==> src/rtl/kd_tree_pkg.sv <==
// Shared kd-tree encodings: root/node command codes, data field offsets and root FSM states.
// The ERR state exists only when KD_ROOT_TIMEOUT_EN is defined.
package kd_tree_pkg;

   localparam int unsigned KD_CMD_W     = 3;
   localparam int unsigned KD_DEPTH_LSB = 0;
   localparam int unsigned KD_DEPTH_W   = 8;
   localparam int unsigned KD_AXIS_LSB  = 8;
   localparam int unsigned KD_AXIS_W    = 2;
   localparam int unsigned KD_CFG_W     = KD_AXIS_LSB + KD_AXIS_W;

   typedef enum logic [KD_CMD_W-1:0] {
      CMD_NOP        = 3'd0,
      CMD_CFG_DEPTH  = 3'd1,
      CMD_SORT_ACK   = 3'd2,
      CMD_START_SORT = 3'd3,
      CMD_SORT_DONE  = 3'd4
   } kdCmdE;

   typedef enum logic [2:0] {
      ST_IDLE,
      ST_CFG,
      ST_WAIT_ACK,
      ST_START,
      ST_SORTING,
      ST_STOP
`ifdef KD_ROOT_TIMEOUT_EN
      , ST_ERR
`endif
   } kdRootStateE;

   // Places depth and axis in their CFG_DEPTH data fields, all other bits zero.
   function automatic logic [KD_CFG_W-1:0] kdPackCfg(input logic [KD_DEPTH_W-1:0] depth,
                                                     input logic [KD_AXIS_W-1:0]  axis);
      logic [KD_CFG_W-1:0] packed_v;
      packed_v = '0;
      packed_v[KD_DEPTH_LSB +: KD_DEPTH_W] = depth;
      packed_v[KD_AXIS_LSB +: KD_AXIS_W]   = axis;
      return packed_v;
   endfunction

endpackage

==> src/rtl/kd_watchdog.sv <==
// Cycle watchdog for the kd-tree root controller, instantiated only under KD_ROOT_TIMEOUT_EN.
// Accumulates cycles while run is high, holds otherwise; rst clears the count.
module kd_watchdog #(
   parameter int unsigned TIMEOUT = 1023
) (
   input  logic clk,
   input  logic rst,
   input  logic run,
   output logic expired
);

   localparam int unsigned CNT_W = ($clog2(TIMEOUT + 1) < 1) ? 1 : $clog2(TIMEOUT + 1);

   logic [CNT_W-1:0] count_q;
   logic [CNT_W-1:0] count_d;

   always_comb begin
      count_d = count_q;
      if (run && (count_q != CNT_W'(TIMEOUT))) begin
         count_d = count_q + 1'b1;
      end
   end

   always_ff @(posedge clk) begin
      if (rst) begin
         count_q <= '0;
      end else begin
         count_q <= count_d;
      end
   end

   // Fires during the TIMEOUT-th run cycle so the owner can leave on that edge.
   assign expired = run && (count_q == CNT_W'(TIMEOUT - 1));

endmodule

==> src/rtl/kd_root_ctrl.sv <==
// Root controller of the kd-tree sorter: configures the root, starts the sort and waits for stability.
// Define KD_ROOT_TIMEOUT_EN to add the kd_watchdog timeout path (ERR state, error pulse).
module kd_root_ctrl
   import kd_tree_pkg::*;
#(
   parameter int unsigned DATA_W        = 32,
   parameter int unsigned CMD_W         = 3,
   parameter int unsigned STABLE_CYCLES = 4,
   parameter int unsigned TIMEOUT       = 1023
) (
   input  logic              clk,
   input  logic              rst,
   input  logic              start,
   input  logic [7:0]        cfg_depth,
   input  logic [1:0]        cfg_axis,
   output logic              busy,
   output logic              done,
   output logic              error,
   output logic [CMD_W-1:0]  cmd_to_root,
   output logic [DATA_W-1:0] data_to_root,
   output logic              alert_to_root,
   input  logic [CMD_W-1:0]  cmd_from_root,
   input  logic              alert_from_root,
   input  logic              stable_from_root
);

   localparam int unsigned STABLE_CNT_W =
      (STABLE_CYCLES < 1) ? 1 : $clog2(STABLE_CYCLES + 1);
   localparam logic [STABLE_CNT_W-1:0] STABLE_MAX = STABLE_CNT_W'(STABLE_CYCLES);

   kdRootStateE             state_q, state_d;
   logic [STABLE_CNT_W-1:0] stableCnt_q, stableCnt_d;
   logic [7:0]              depth_q;
   logic [1:0]              axis_q;

   logic                    busy_q, busy_d;
   logic                    done_q, done_d;
   logic                    alert_q, alert_d;
   logic [CMD_W-1:0]        cmd_q, cmd_d;
   logic [DATA_W-1:0]       data_q, data_d;

   logic                    ackSeen;
   logic                    wdExpired;

   assign ackSeen = alert_from_root && (cmd_from_root == CMD_W'(CMD_SORT_ACK));

`ifdef KD_ROOT_TIMEOUT_EN
   logic error_q, error_d;
   logic wdRun;
   logic wdClear;

   // The budget spans WAIT_ACK and SORTING together, so it is only cleared back in IDLE.
   assign wdRun   = (state_q == ST_WAIT_ACK) || (state_q == ST_SORTING);
   assign wdClear = rst || (state_q == ST_IDLE);

   kd_watchdog #(
      .TIMEOUT (TIMEOUT)
   ) u_watchdog (
      .clk     (clk),
      .rst     (wdClear),
      .run     (wdRun),
      .expired (wdExpired)
   );

   assign error = error_q;
`else
   assign wdExpired = 1'b0;
   assign error     = 1'b0;
`endif

   always_ff @(posedge clk) begin
      if (rst) begin
         state_q     <= ST_IDLE;
         stableCnt_q <= '0;
         depth_q     <= '0;
         axis_q      <= '0;
         busy_q      <= 1'b0;
         done_q      <= 1'b0;
         alert_q     <= 1'b0;
         cmd_q       <= CMD_W'(CMD_NOP);
         data_q      <= '0;
`ifdef KD_ROOT_TIMEOUT_EN
         error_q     <= 1'b0;
`endif
      end else begin
         state_q     <= state_d;
         stableCnt_q <= stableCnt_d;
         if ((state_q == ST_IDLE) && start) begin
            depth_q <= cfg_depth;
            axis_q  <= cfg_axis;
         end
         busy_q      <= busy_d;
         done_q      <= done_d;
         alert_q     <= alert_d;
         cmd_q       <= cmd_d;
         data_q      <= data_d;
`ifdef KD_ROOT_TIMEOUT_EN
         error_q     <= error_d;
`endif
      end
   end

   always_comb begin
      state_d     = state_q;
      stableCnt_d = '0;
      case (state_q)
         ST_IDLE:     if (start) state_d = ST_CFG;
         ST_CFG:      state_d = ST_WAIT_ACK;
         ST_WAIT_ACK: if (ackSeen) state_d = ST_START;
         ST_START:    state_d = ST_SORTING;
         ST_SORTING: begin
            // Any unstable cycle restarts the run of stable cycles from zero.
            if (stable_from_root) begin
               stableCnt_d = (stableCnt_q == STABLE_MAX) ? stableCnt_q : stableCnt_q + 1'b1;
            end
            if (stableCnt_d == STABLE_MAX) state_d = ST_STOP;
         end
         ST_STOP:     state_d = ST_IDLE;
`ifdef KD_ROOT_TIMEOUT_EN
         ST_ERR:      state_d = ST_IDLE;
`endif
         default:     state_d = ST_IDLE;
      endcase
`ifdef KD_ROOT_TIMEOUT_EN
      if (wdExpired) state_d = ST_ERR;
`endif
   end

   // Outputs are decoded from the current state and registered, adding one cycle of latency.
   always_comb begin
      busy_d  = (state_q != ST_IDLE);
      done_d  = 1'b0;
      alert_d = 1'b0;
      cmd_d   = CMD_W'(CMD_NOP);
      data_d  = '0;
`ifdef KD_ROOT_TIMEOUT_EN
      error_d = 1'b0;
`endif
      case (state_q)
         ST_CFG: begin
            alert_d                = 1'b1;
            cmd_d                  = CMD_W'(CMD_CFG_DEPTH);
            data_d[KD_CFG_W-1:0]   = kdPackCfg(depth_q, axis_q);
         end
         ST_START: begin
            alert_d = 1'b1;
            cmd_d   = CMD_W'(CMD_START_SORT);
         end
         ST_STOP: begin
            alert_d = 1'b1;
            cmd_d   = CMD_W'(CMD_SORT_DONE);
            done_d  = 1'b1;
         end
`ifdef KD_ROOT_TIMEOUT_EN
         ST_ERR: begin
            error_d = 1'b1;
         end
`endif
         default: begin
         end
      endcase
   end

   assign busy          = busy_q;
   assign done          = done_q;
   assign alert_to_root = alert_q;
   assign cmd_to_root   = cmd_q;
   assign data_to_root  = data_q;

   logic unusedWd;
   assign unusedWd = wdExpired & 1'b0;

endmodule

==> config.mk <==
export PLATFORM = sky130hd
export DESIGN_NAME = kd_root_ctrl
export DESIGN_NICKNAME = d
export VERILOG_FILES = /design/src/rtl/kd_tree_pkg.sv /design/src/rtl/kd_watchdog.sv /design/src/rtl/kd_root_ctrl.sv
export SDC_FILE = /design/constraint.sdc
export NUM_CORES = 1
export LEC_CHECK = 0
export ABC_AREA = 1
export CAP_MARGIN = 20
export CORE_ASPECT_RATIO = 1.5
export CORE_MARGIN = 10
export CORE_UTILIZATION = 38
export CTS_BUF_LIST = sky130_fd_sc_hd__clkbuf_8
export CTS_CLUSTER_SIZE = 25
export DETAILED_ROUTE_END_ITERATION = 8
export GPL_TIMING_DRIVEN = 0
export MAX_ROUTING_LAYER = met4
export PLACE_DENSITY = 0.84
export SYNTH_ARGS = -nofsm -noshare
export SYNTH_HDL_FRONTEND = slang
export SYNTH_SLANG_ARGS = --single-unit
==> constraint.sdc <==
create_clock -name clk -period 1.09 [get_ports clk]
set_input_delay 0.218 -clock clk [delete_from_list [all_inputs] [get_ports clk]]
set_output_delay 0.218 -clock clk [all_outputs]
set_load 0.02 [all_outputs]
# Word level (Yosys, flattened, before mapping)

Cells that the tools add are included.

Add/subtract/negate cells: 1
Equal/unequal tests: 11
Multiplexer cells: 10
Bitwise operators: 2
Reductions and logical operators: 8

Operator list:

| operator            | count |
|---|---|
| $mux 3              | 6 |
| $pmux 3 s5          | 1 |
| $eq 3x3->1 const B  | 4 |
| $eq 3x2->1 const B  | 3 |
| $pmux 3 s3          | 1 |
| $ne 2x2->1 const B  | 3 |
| $reduce_or 2->1     | 2 |
| $add 3x1->3 const B | 1 |
| $eq 3x1->1 const B  | 1 |
| $logic_not 3->1     | 1 |
| $reduce_and 3->1    | 1 |
| $reduce_bool 3->1   | 1 |
| $reduce_or 3->1     | 1 |
| $logic_and 1x1->1   | 2 |
| $mux 1              | 2 |
| $not 1->1           | 2 |

Word-level logic and storage cells: 42
Flip-flop bits (word level): 54
Bits of input ports: 18
Output and inout bits: 39

# Longest topological paths before layout

Depth in word-level cells: 7
Gate-level depth with buffers: 9
Depth with buffers taken out: 9

# Worst setup path after synthesis

Ideal clock, no wire load.

Path kind: reg2reg
From: register stableCnt_q[0]
To: register state_q[0]
Stages on the path, launching flop included: 9
Path slack: -40 ps
Arrival: 1012 ps
Library setup time: 118 ps
Clock period less this slack: 1130 ps
Cells stage by stage: dfxtp_1 > inv_1 > ha_1 > nor2_1 > nor2_1 > nand3_1 > nand2_1 > nand3_1 > nor2_1

Longest elaborated chain between the ends: 7

RTL lines:

| what                                      | line                | text |
|---|---|---|
| start: declaration                        | kd_root_ctrl.sv:32  | `logic [STABLE_CNT_W-1:0] stableCnt_q, stableCnt_d;` |
| start signal: assignment                  | kd_root_ctrl.sv:87  | `stableCnt_q <= stableCnt_d;` |
| $add 3x1->3 or $eq 3x3->1 (tied branches) | kd_root_ctrl.sv:114 | `stableCnt_d = (stableCnt_q == STABLE_MAX) ? stableCnt_q : stableCnt_q + 1'b1;` |
| $mux 3 *                                  | kd_root_ctrl.sv:114 |  |
| $mux 3 *                                  | kd_root_ctrl.sv:113 | `if (stable_from_root) begin` |
| $mux 3 *                                  | kd_root_ctrl.sv:106 | `case (state_q)` |
| $eq 3x3->1 *                              | kd_root_ctrl.sv:116 | `if (stableCnt_d == STABLE_MAX) state_d = ST_STOP;` |
| $ne 2x2->1 (no line) *                    | n/a                 |  |
| $reduce_and 3->1 (no line) *              | n/a                 |  |
| end signal: assignment                    | kd_root_ctrl.sv:86  | `state_q <= state_d;` |
| end: declaration                          | kd_root_ctrl.sv:31  | `kdRootStateE state_q, state_d;` |

Mark *: on every way between the ends. The rest lies on a longest branch, timed or not. The select of a mux whose other input is x is not followed.
A chain may end at the register's enable or synchronous reset.

# Final worst setup path

Ends and elaborated chain as after synthesis.

==> results.yml <==
layout:
  fillers: 276
  multi_input_area_um2: 530.5
  num_antenna_cells: 0
  fin_nets: 234
  instances_no_fill: 255
  layout-drive-gt1-share_pct: 41.86
  final_util_pct: 61.76
  regArea_um2: 630.6
  area_delta_synth_final_pct: 54.72
worst_setup_path:
  crit_end: "state_q[0]"
  r2r_cells: 8
  crit_required_ns: 1.31
  crit_fanout: 3
  r2r_start: "stableCnt_q[0]"
  startpoint: "stableCnt_q[0]"
  timing.rr.end: "state_q[0]"
  crit_path_start_kind: "register"
  ff2ff_setup_slack_ns: -0.03
  crit_arrival_ns: 1.34
  path_class: "register to register"
  critPathCaptureType: "register"
synth:
  synth_top_area_share_pct: 48.72
  yosysTopAreaCell: "dfxtp_1"
  yosysUniqueCellTypes: 25
  yosysWarnings: 0
  yosysMostFrequentCell: "dfxtp_1"
  synthFlopType: "dfxtp_1"
  avgSynthCellArea_um2: 8.724
  synthesis.area_um2: 1274
  synth_commonest_cells: "31 x dfxtp_1, 24 x buf_4, 20 x nor2_1"
  synth_edf_count: 0
  syn_inst: 146
  synth.area.top_cells: "dfxtp_1 49%, buf_4 14%, nor2_1 5.9%"
  ys_seq_elements: 31
  async_flop_share_pct: 0
  synth-seq-area-share_pct: 48.72
floorplan:
  core_area_um2: 3191
  initial_core_util_pct: 39.92
  io_pins: 57
  die_w_um: 67.27
  rows: 25
  die_h_um: 90.91
  die_area_um2: 6115
clocking:
  cts_buffers: 5
  htreeDepth: 2
  clockBufferDepth: 2
  clk_latency_ns: 0.28
  cts_tree: "yes"
  cts_sinks: 31
  cts_root_buf: "clkbuf_8"
  clkSlewWorstSetupHoldPaths_ns: 0.06
place:
  placedCellCount: 241
  place.port_buffers: 33
  gp_congestion: 0.7650
  dpl.hpwl_um: 2218
power_and_ir_drop:
  vdd.ir_drop.worst_mv: 1.183
  power_leakage_uw: 0.0008946
  p_per_area_nw_per_um2: 1663
timing:
  tns_ns: -0.05037
  setup_viol: 5
  hold_viol: 0
  rsz0062_at_grt: "true"
  period_share_pct: 102.4
  skew_ns: 0.002951
  setup_ws_ns: -0.02595
  fmax_ghz: 0.8961
  slew_violations: 0
  fin_crit_ns: 1.116
  holdWs_ns: 0.3787
detailed_routing:
  drt_wl_total_um: 3018
  first_pass_iters: 4
  via_per_inst: 4.157
  drc: 0
  num_vias: 1060
  routedWlPerCell_um: 11.84
  first_iter_violations: 37
  antenna_left: 0
status:
  status: "complete, but fails checks"
  violations: "negative setup slack"
flow_run:
  maxCapViolCount: 0
global_route:
  antenna_found_initial: 0
  grt_max_degree: 11
  grt_usage_pct: 10.63
  grt_pass1_wl_um: 4850
  grt_pass1_vias: 1113
  gr-total-overflow: 0
hold_path:
  min-delay-path-class: "primary input to register"
-- routing by layer --
layer | track usage, % | part of all wire, % | vias up
met5 | - | 0 | -
met4 | 6.014 | 2.5 | 0
met3 | 5.466 | 9.7 | 7
met2 | 16.67 | 48 | 48
met1 | 10.09 | 40 | 459
li1 | - | - | 546
-- layout by cell type, fill, tap and decap left out, types with 3 or more instances in the layout --
master / instances
nor2_1: 18
o21ai_1: 8
conb_1: 23
nand3_1: 3
inv_2: 4
dfxtp_1: 25
nand3_2: 3
nand2_1: 6
clkdlybuf4s50_1: 16
nand2_2: 5
clkdlybuf4s15_2: 7
clkbuf_8: 6
inv_1: 12
dfxtp_2: 5
buf_2: 8
buf_4: 29
o21ai_2: 3
a21oi_1: 9
-- worst max-delay path, stage by stage, from the launching register on --
cell     delay, ns
dfxtp_4       0.37
ha_4          0.17
nand2_2       0.07
nor2_2        0.04
nor2_1        0.12
nand3_2       0.08
nand2_2       0.07
nand3_2       0.05
nor2_1        0.09
-- registers in the layout, indices dropped and copies added (netlist names) --
register,cells
stableCnt_q,3
depth_q,8
cmd_to_root,2
done,1
state_q,3
busy,1
alert_to_root,1
data_to_root,10
axis_q,2
-- power breakdown --
group | leakage (uW) | total, uW | internal [uW] | switching (uW)
sequential | 0.000256 | 1300 | 1250 | 48.0
clock | 0.0000612 | 1170 | 739 | 432
combinational | 0.000577 | 805 | 371 | 435
-- layout make-up --
cell class | instances | area share, %
Timing Repair Buffer | 39 | 18.35
Tap cell | 40 | 2.540
Sequential cell | 31 | 32.00
Clock inverter | 2 | 1.778
Inverter | 17 | 3.365
Multi-Input combinational cell | 93 | 26.92
Clock buffer | 6 | 4.190
Buffer | 27 | 10.86
-- stage by stage --
step	cell area [um2]	setup slack, ns	power (uW)
floorplan	1359	0.0006833	1819
global placement	1739	-0.4105	2014
detailed placement	1739	-0.4125	2029
CTS	1953	-0.01656	3253
global route	1971	-0.09892	3425
finish	1971	-0.02595	3277
-- repair_timing --
| action | 4_1_cts | 5_1_grt |
|---|---|---|
| endpoints found under the setup margin | 38 | 23 |
| pin swaps | 6 | 5 |
| hold buffers | 0 | 0 |
| gates resized for setup | 69 | 19 |
| cloned | 0 | 1 |
| buffers inserted | 5 | 0 |
-- kinds of logic (layout without fill, tap and decap cells) --
| logic type | count (synthesis) | count (layout) | synth area share, % |
|---|---|---|---|
| AND/OR/NAND/NOR | 43 | 43 | 16.01 |
| adder cells (fa/ha/maj) | 2 | 2 | 1.964 |
| other | 1 | 23 | 0.2944 |
| AO/OA/AOI/OAI | 25 | 25 | 11.40 |
| buffers and inverters | 44 | 91 | 21.61 |
| flip-flops | 31 | 31 | 48.72 |
-- how the worst min path moves through the flow --
stage / cells after the start / start / slack, ns / to
3_3_place_gp: 2 / depth_q[7] / 0.42 / data_to_root[7]
6_report: 2 / rst / 0.38 / busy
4_1_cts: 2 / rst / 0.35 / busy
2_1_floorplan: 1 / rst / 0.29 / busy
5_1_grt: 2 / rst / 0.39 / busy
3_5_place_dp: 2 / depth_q[2] / 0.43 / data_to_root[2]
No activity file was read; power rests on OpenSTA's default activity.
